[src/rtl/bin_to_bcd_seq_pkg.sv]
// Shared types and constants for the sequential binary-to-BCD converter.
// Holds the FSM state enum, BCD digit width and counter width helper.
package hex_pkg;

    typedef enum logic {
        IDLE  = 1'b0,
        SHIFT = 1'b1
    } state_t;

    localparam int BCD_DIGIT_W = 4;

    // Counter must hold the value BIN_W itself.
    function automatic int cnt_w(input int bin_w);
        return $clog2(bin_w + 1);
    endfunction

endpackage

[src/rtl/bcd_dabble_digit.sv]
// One double-dabble digit correction: add 3 when the digit is 5 or more.
// Ports: i_digit (4-bit BCD digit), o_digit (adjusted 4-bit digit).
module bcd_dabble_digit
    import hex_pkg::*;
(
    input  logic [BCD_DIGIT_W-1:0] i_digit,
    output logic [BCD_DIGIT_W-1:0] o_digit
);

    // Input is at most 9, so the sum stays within 4 bits (max 12).
    always_comb begin
        o_digit = i_digit;
        if (i_digit >= 4'd5)
            o_digit = i_digit + 4'd3;
    end

endmodule

[src/rtl/bin_to_bcd_seq.sv]
// Iterative binary-to-BCD converter, one input bit per clock.
// Ports: clk, rst, start, bin_in -> busy, valid, bcd_out, blank, overflow.
module bin_to_bcd_seq
    import hex_pkg::*;
#(
    parameter int BIN_W  = 16,
    parameter int DIGITS = 5
) (
    input  logic                          clk,
    input  logic                          rst,
    input  logic                          start,
    input  logic [BIN_W-1:0]              bin_in,
    output logic                          busy,
    output logic                          valid,
    output logic [BCD_DIGIT_W*DIGITS-1:0] bcd_out,
    output logic [DIGITS-1:0]             blank,
    output logic                          overflow
);

    localparam int CW = cnt_w(BIN_W);
    localparam int BW = BCD_DIGIT_W * DIGITS;
    localparam logic [DIGITS-1:0] BLANK_RST = {DIGITS{1'b1}} << 1;

    state_t          r_state;
    state_t          w_next;
    logic [CW-1:0]   r_cnt;
    logic [BIN_W-1:0] r_bin;
    logic [BW-1:0]   r_bcd;
    logic            r_ovf;

    logic            r_valid;
    logic [BW-1:0]   r_bcd_out;
    logic [DIGITS-1:0] r_blank;
    logic            r_overflow;

    logic [BW-1:0]   w_adj;
    logic [BW-1:0]   w_bcd_nxt;
    logic            w_ovf_nxt;
    logic [DIGITS-1:0] w_blank;
    logic            w_last;
    logic            w_busy;

    for (genvar g = 0; g < DIGITS; g++) begin : g_dig
        bcd_dabble_digit u_dig (
            .i_digit (r_bcd[BCD_DIGIT_W*g +: BCD_DIGIT_W]),
            .o_digit (w_adj[BCD_DIGIT_W*g +: BCD_DIGIT_W])
        );
    end

    // Adjusted digits shift left, pulling in the next binary MSB.
    assign w_bcd_nxt = {w_adj[BW-2:0], r_bin[BIN_W-1]};
    assign w_ovf_nxt = r_ovf | w_adj[BW-1];
    assign w_last    = (r_state == SHIFT) && (r_cnt == CW'(1));

    // Leading-zero mask, scanned from the top digit downwards.
    always_comb begin
        logic v_zero;
        v_zero  = 1'b1;
        w_blank = '0;
        for (int i = DIGITS - 1; i > 0; i--) begin
            if (w_bcd_nxt[BCD_DIGIT_W*i +: BCD_DIGIT_W] != '0)
                v_zero = 1'b0;
            w_blank[i] = v_zero;
        end
    end

    always_ff @(posedge clk or posedge rst) begin
        if (rst)
            r_state <= IDLE;
        else
            r_state <= w_next;
    end

    always_comb begin
        w_next = r_state;
        unique case (r_state)
            IDLE:  if (start)  w_next = SHIFT;
            SHIFT: if (w_last) w_next = IDLE;
            default: w_next = IDLE;
        endcase
    end

    always_comb begin
        w_busy = (r_state == SHIFT);
    end

    always_ff @(posedge clk or posedge rst) begin
        if (rst) begin
            r_cnt <= '0;
            r_bin <= '0;
            r_bcd <= '0;
            r_ovf <= 1'b0;
        end else if (r_state == IDLE) begin
            if (start) begin
                r_cnt <= CW'(BIN_W);
                r_bin <= bin_in;
                r_bcd <= '0;
                r_ovf <= 1'b0;
            end
        end else begin
            r_cnt <= r_cnt - CW'(1);
            r_bin <= r_bin << 1;
            r_bcd <= w_bcd_nxt;
            r_ovf <= w_ovf_nxt;
        end
    end

    always_ff @(posedge clk or posedge rst) begin
        if (rst) begin
            r_valid    <= 1'b0;
            r_bcd_out  <= '0;
            r_blank    <= BLANK_RST;
            r_overflow <= 1'b0;
        end else begin
            r_valid <= w_last;
            if (w_last) begin
                r_bcd_out  <= w_bcd_nxt;
                r_blank    <= w_blank;
                r_overflow <= w_ovf_nxt;
            end
        end
    end

    assign busy     = w_busy;
    assign valid    = r_valid;
    assign bcd_out  = r_bcd_out;
    assign blank    = r_blank;
    assign overflow = r_overflow;

endmodule

[config.mk]
export PLATFORM = sky130hd
export DESIGN_NAME = bin_to_bcd_seq
export DESIGN_NICKNAME = d
export VERILOG_FILES = /design/src/rtl/bin_to_bcd_seq_pkg.sv /design/src/rtl/bcd_dabble_digit.sv /design/src/rtl/bin_to_bcd_seq.sv
export SDC_FILE = /design/constraint.sdc
export NUM_CORES = 1
export LEC_CHECK = 0
export ABC_AREA = 0
export CAP_MARGIN = 20
export CORE_MARGIN = 8
export CORE_UTILIZATION = 30
export CTS_CLUSTER_SIZE = 12
export DETAILED_ROUTE_END_ITERATION = 8
export PLACE_DENSITY_LB_ADDON = 0.12
export SLEW_MARGIN = 20
export SYNTH_ARGS = -nofsm -noshare
export SYNTH_HDL_FRONTEND = slang
export SYNTH_SLANG_ARGS = --single-unit
[constraint.sdc]
create_clock -name clk -period 2.6 [get_ports clk]
set_input_delay 0.52 -clock clk [delete_from_list [all_inputs] [get_ports clk]]
set_output_delay 0.52 -clock clk [all_outputs]
set_load 0.03 [all_outputs]
==> impl_results.md, run 1 <==
- Syn avg cell area: 9.95 sq um
- Top post-synthesis cells by count: 67 x nand2_1, 65 x dfrtp_1, 43 x o21ai_0
- Cells after Synth: around 340
- Clock Power Share: between 20% and 30%
- Clk_skew: 0.00562 ns
- Core area: between 0.01 and 0.015 sq mm
- Worst vdd ir: between 400 and 500 uV
- Critical path class: flip-flop to output port
- IO Count: 47
- RSZ-0062 raised after global routing: no
- Most common flop cell mapped by yosys: dfrtp_1
- Synth warn: 0
- Sequential fraction of the synthesis area: around 51%
- Slew @ Worst Pin: slightly above 0.7 ns
- Ys async rst share: 100%
- Hold path depth: 2
- HPWL after DPL: between 5000 and 6000 microns
- NumNets Final: roughly 420
- Placed instance area: just over 0.004 sq mm
- Clk sinks: 69
- WL/cell: about 14 microns
- Fin. Hold Viols: 0
- First-pass GRT wire length: about 13000 microns
- Total negative slack: 0 ns
- Slew Limit Fails: 0
- Flop pwr share: between 30 and 40%
- Pwr dens: between 1000 and 1500 mW/mm^2
- Seq cells post-synth: 69
- Logic gate share of total power: between 40 and 50%
- Bufs on Longest Clock Path: 2
- Antenna cells: 0
- Root Buffer: clkbuf_16
- P&R area growth vs syn: 28.1%
- Synth Cell Area: 0.00339 sq mm
- DIE AREA: around 0.015 sq mm
- Setup violations, final: 0
- F_max: about 0.5 GHz
- Final Hold Slack: about 0.46 ns
- Via count: 2482
- Grt ovf: 0
- Status: finished clean
- Num rows: 39
- Height of the die: about 120 microns
- P_int: 0.00355 W
- Hold buffer count at cts: 0
- Data required, critical path: approximately 2.1 ns
- Design area: 0.00435 sq mm
- Slew HR: a little over half
- Die Width: around 120 microns
- # fillers: 1161
- Post-CTS resize count: 0
- Max-Cap Viols: 0
- Clk slew on worst S/H paths: around 0.05 ns
- Clk Latency, worst-skew pair: between 0.3 and 0.4 ns
- Critical R2R Launch: r_bcd[12]
- Layout cell share with drive strength beyond 1: about 12%
- All-Layer GR Usage: 10.8%
- Critical path buffers and inverters: 1
- Synth top area cells: dfrtp_1 48%, nand2_1 7.4%, mux2i_1 7.4%, o21ai_0 6.3%, ha_1 4.4%
- Switching pwr: ~0.0023 W
- DR DRC count: 0
- Min Clock Period, post-route: approximately 2.0 ns
- P_leak: about 2.0 nW
- Synth area leader: dfrtp_1
- PortBufs: 45
- R2R depth: 7
- Largest net degree at the start of global routing: between 40 and 50
- CTS Buf Count: 9
- Post-synth net total: around 370
- Gpl congestion: 0.752
- Fin crit share: 78.4%
- CTS tree: built
- DRT iter0 DRCs: just over 70
- Most common cell in the synthesized netlist: nand2_1
- Worst-path cell chain: clkdlybuf4s50_1
- Crit-path max FO: 2
- Arrival @ worst endpoint: approximately 1.5 ns
- Critical-path top delay cell: clkdlybuf4s50_1
- CP startpoint kind: flip-flop
- Hold_sp: blank[3]
- End of the worst register-to-register path: blank[1]
- Hold EP: blank[3]
- Delay-heaviest family, CP: buffers and inverters
- # Post-CTS Setup Buffers: 0
- Count of cell types in the netlist: 37
- Routed Antenna Nets: 0
- Detailed Routing Iterations Pass 1: 4
- Post-synth EDFFs: 0
- Initial antenna violation count: 0
- CP Capture Type: output port
- R2R Setup Slk: roughly 0.63 ns
- DRT Wirelength: 7610 microns
- Starting Density: 30.2%
- Worst hold path type: flip-flop to flip-flop
- Via count of the first global-routing pass: 2497
- H-tree depth: 3
- Via density: about 4.6
- Sw frac: 38.8%
- CP max stage delay: 0.68 ns
- Area share of the largest cell type after synthesis: 48.0%
==> per-stage QoR <==
stage / std cells / power [W] / util [%] / setup WS (ns)
4_1_cts: 536 / 0.00591 / 38.7 / 0.534
2_1_floorplan: 341 / 0.00372 / - / 0.347
3_3_place_gp: 520 / 0.00448 / 35.8 / 0.650
5_1_grt: 536 / 0.00627 / 38.7 / 0.457
6_report: 536 / 0.00580 / 38.7 / 0.561
3_5_place_dp: 520 / 0.00453 / 35.8 / 0.599
==> worst max-delay path by stage <==
stage | start | to | depth (start not counted)
after floorplan | rst | bcd_out[0] | 1
after global placement | start | r_cnt[2] | 4
after detailed placement | r_bcd[16] | blank[1] | 7
after CTS | blank[3] | blank[3] | 1
after global routing | r_bcd[16] | blank[1] | 7
final | blank[3] | blank[3] | 1
==> worst min-delay path, delay by kind of cell (launching register included) <==
kind	cells	cell delay, ns
flip-flops	1	0.36
AND/OR/NAND/NOR	2	0.09
==> power by group through the flow <==
stage | registers (W) | clock network (W) | logic [W]
after floorplan | 0.00213 | 0 | 0.00159
after global placement | 0.00189 | 0 | 0.00259
after detailed placement | 0.00189 | 0 | 0.00264
after CTS | 0.00188 | 0.00138 | 0.00265
after global routing | 0.00194 | 0.00141 | 0.00291
final | 0.00187 | 0.00133 | 0.00259
==> area by class of cell <==
type / instances / area [sq um] / share of cell area [%]
Clock buffer: 12 / 256 / 5.90
Clock inverter: 4 / 70.1 / 1.61
Inverter: 16 / 60.1 / 1.38
Multi-Input combinational cell: 239 / 1530 / 35.2
Sequential cell: 69 / 1730 / 39.8
Tap cell: 143 / 179 / 4.12
Timing Repair Buffer: 53 / 520 / 12.0
==> per-layer routing <==
metal  GRT usage (%)  wire length (microns)  vias to the layer above
met5               0                      0                        -
met4            2.97                     72                        0
met3            3.77                    394                        7
met2            17.8                   3530                       39
met1            13.0                   3620                     1181
li1                -                      -                     1255
==> cells by family after synthesis <==
group | after synthesis | share of synthesized area (%)
AOI/OAI and AO/OA | 80 | 14.6
other | 1 | 0.111
muxes | 32 | 9.70
and+or+nand+nor | 107 | 14.5
xor gates and xnor gates | 7 | 1.81
adders and majority gates | 12 | 4.43
DFF | 69 | 51.1
buffers and inverters | 33 | 3.87
==> sequential cells by signal (all words and copies together) (netlist names) <==
register / flops
busy: 1
r_bin: 16
r_cnt: 5
r_ovf: 1
overflow: 1
valid: 1
blank: 4
bcd_out: 20
r_bcd: 20
==> cell usage in the layout, fill, tap and decap left out, drive strengths merged <==
master         netlist  routed
o31ai                3       3
a211oi               1       1
and3b                1       1
nand2               67      67
nor3b                7       7
bufinv               0       2
a2111oi              1       1
dfrtp               65      65
conb                 1       1
and2                 2       2
nand2b               6       6
xnor2                6       6
dfstp                4       4
nor3                 4       4
nand4b               1       1
nor2                13      13
ha                  12      12
inv                 16      16
nand4                1       1
or2                  1       1
clkdlybuf4s50        0      44
a21o                 2       2
o22ai                5       5
a22o                 4       4
mux2                 7       7
o21ai               44      44
nand3                4       4
mux2i               25      25
clkinv               0       2
a21oi               15      15
xor2                 1       1
clkbuf              10      12
buf                  7       9
a31o                 5       5
Power figures use the tool's default switching activity.
==> run 2: changes to the inputs <==
clock period = 1.8 ns   (was 2.6 ns; I/O delays follow)
==> impl_results.md, run 2 (same netlist as run 1, synthesis figures left out) <==
- Routed Antenna Nets: 0 (unchanged)
- Bufs on Longest Clock Path: 2 (unchanged)
- Root Buffer: clkbuf_16
- PortBufs: 45 (unchanged)
- Gpl congestion: 0.761 (+1.3%)
- Hold EP: blank[3]
- DRT Wirelength: 7910 microns (+3.9%)
- Critical-path top delay cell: clkdlybuf4s50_1
- P&R area growth vs syn: 36.0%
- DR DRC count: 0 (unchanged)
- NumNets Final: 442 (+5.5%)
- Via count of the first global-routing pass: 2719 (+8.9%)
- Crit path from: bcd_out[0]
- Hold path depth: 2 (unchanged)
- WL/cell: 14.2 microns (-0.34%)
- Grt ovf: 0 (unchanged)
- IO Count: 47 (unchanged)
- Slew Limit Fails: 0 (unchanged)
- CP Capture Type: output port
- Die Width: 122 microns (unchanged)
- Via count: 2591 (+4.4%)
- Delay-heaviest family, CP: buffers and inverters
- Crit-path max FO: 2 (unchanged)
- Clk sinks: 69 (unchanged)
- GR Util met1: 13.8% (+0.76 points)
- Clk slew on worst S/H paths: 0.05 ns (about the same)
- CP startpoint kind: flip-flop
- Worst hold path type: flip-flop to flip-flop
- All-Layer GR Usage: 11.3% (+0.55 points)
- P_int: 0.00539 W (+52%)
- Flop pwr share: 30.9% (-1.4 points)
- Grt met2 use: 18.8% (+0.96 points)
- DIE AREA: 0.0150 sq mm (unchanged)
- End of the worst register-to-register path: blank[2]
- Antenna cells: 0 (unchanged)
- Detailed Routing Iterations Pass 1: 4 (unchanged)
- Critical R2R Launch: r_bcd[17]
- DRT iter0 DRCs: 100 (+39%)
- R2R Setup Slk: 0.09 ns (-0.54 ns)
- Arrival @ worst endpoint: 1.38 ns (-0.14 ns)
- Switching pwr: 0.00345 W (+53%)
- F_max: around 0.57 GHz
- Most frequent cells in the layout: 67 x nand2_1, 64 x dfrtp_1, 42 x o21ai_0
- Hold_sp: blank[3]
- Core area: 0.0112 sq mm (unchanged)
- P_leak: 2.08 nW (+6.6%)
- Largest net degree at the start of global routing: 70 (+63%)
- Clk_skew: 0.00856 ns (+0.00294 ns)
- Worst vdd ir: 858 uV (+87%)
- Data required, critical path: 1.44 ns (-0.64 ns)
- First-pass GRT wire length: 13400 microns (+5.9%)
- Clk Latency, worst-skew pair: 0.33 ns (about the same)
- Pwr dens: 1910 mW/mm^2 (+43%)
- Fin. Hold Viols: 0 (unchanged)
- Gr busiest metal: met2
- R2R depth: 7 (unchanged)
- RSZ-0062 raised after global routing: yes
- Met3 global-route usage: 3.13% (-0.64 points)
- Starting Density: 30.2% (unchanged)
- Setup violations, final: 0 (unchanged)
- Num rows: 39 (unchanged)
- Logic gate share of total power: 49.7% (+5.0 points)
- Min Clock Period, post-route: between 1.5 and 2 ns
- Via density: 4.64 (about the same)
- HPWL after DPL: 5520 microns (+4.4%)
- CTS Buf Count: 9 (unchanged)
- CP max stage delay: 0.69 ns (about the same)
- Initial antenna violation count: 0 (unchanged)
- CTS tree: built
- Placed instance area: 0.00421 sq mm (+4.8%)
- Sw frac: 39.0% (+0.19 points)
- Critical path buffers and inverters: 1 (unchanged)
- Height of the die: 122 microns (unchanged)
- Layout cell share with drive strength beyond 1: 22.1% (+9.6 points)
- Clock Power Share: 19.3% (-3.7 points)
- Max-Cap Viols: 0 (unchanged)
- Commonest non-fill, non-tap cell in the layout: nand2_1
- H-tree depth: 3 (unchanged)
- Status: finished clean
- Final Hold Slack: 0.455 ns (-0.000649 ns)
- Fin crit share: 96.8%
- Critical path class: flip-flop to output port
- Worst-path cell chain: clkdlybuf4s50_1
- Hold buffer count at cts: 0 (unchanged)
- Design area: 0.00461 sq mm (+6.1%)
run 2: power by group through the flow:
stage / Combinational (W) / Sequential, W / Clock [W]
finish: 0.00439 / 0.00273 / 0.00171
global route: 0.00490 / 0.00285 / 0.00183
CTS: 0.00426 / 0.00270 / 0.00177
detailed placement: 0.00423 / 0.00272 / 0
global placement: 0.00417 / 0.00270 / 0
floorplan: 0.00230 / 0.00308 / 0
run 2: worst max path at each step:
stage,slack [ns],depth (start not counted),to
final,0.06,1,bcd_out[0]
after global routing,-0.03,7,blank[1]
after CTS,0.009,5,blank[1]
after detailed placement,-0.04,7,blank[1]
after global placement,0.02,7,blank[1]
after floorplan,0.02,7,blank[1]
run 2: routing by layer:
layer  wire length, microns  up-vias
li1                       -     1298
met1                   3690     1247
met2                   3780       40
met3                    357        6
met4                     87        0
met5                      0        -
run 2: through the flow:
step	power, W	utilization, %	setup WS [ns]	instances	setup TNS, ns
2_1_floorplan	0.00538	-	0.0174	341	0
3_3_place_gp	0.00687	37.5	0.0187	540	0
3_5_place_dp	0.00695	37.5	-0.0397	540	-0.0397
4_1_cts	0.00873	40.2	0.00852	556	0
5_1_grt	0.00958	41.1	-0.0297	559	-0.0297
6_report	0.00883	41.1	0.0580	559	0
run 2: area by class of cell:
class                      instances  area (sq um)
clock inverter                     3          17.5
multi-input combinational        239          1610
inverter                          16          66.3
sequential                        69          1730
tap                              143           179
timing repair buffer              76           726
clock buffer                      13           280
fill                            1127          6610
run 2: what timing repair did:
action,CTS,global route
resized for setup,7,21
pin swaps,2,4
endpoints found under the setup margin,5,9
buffers inserted,0,3
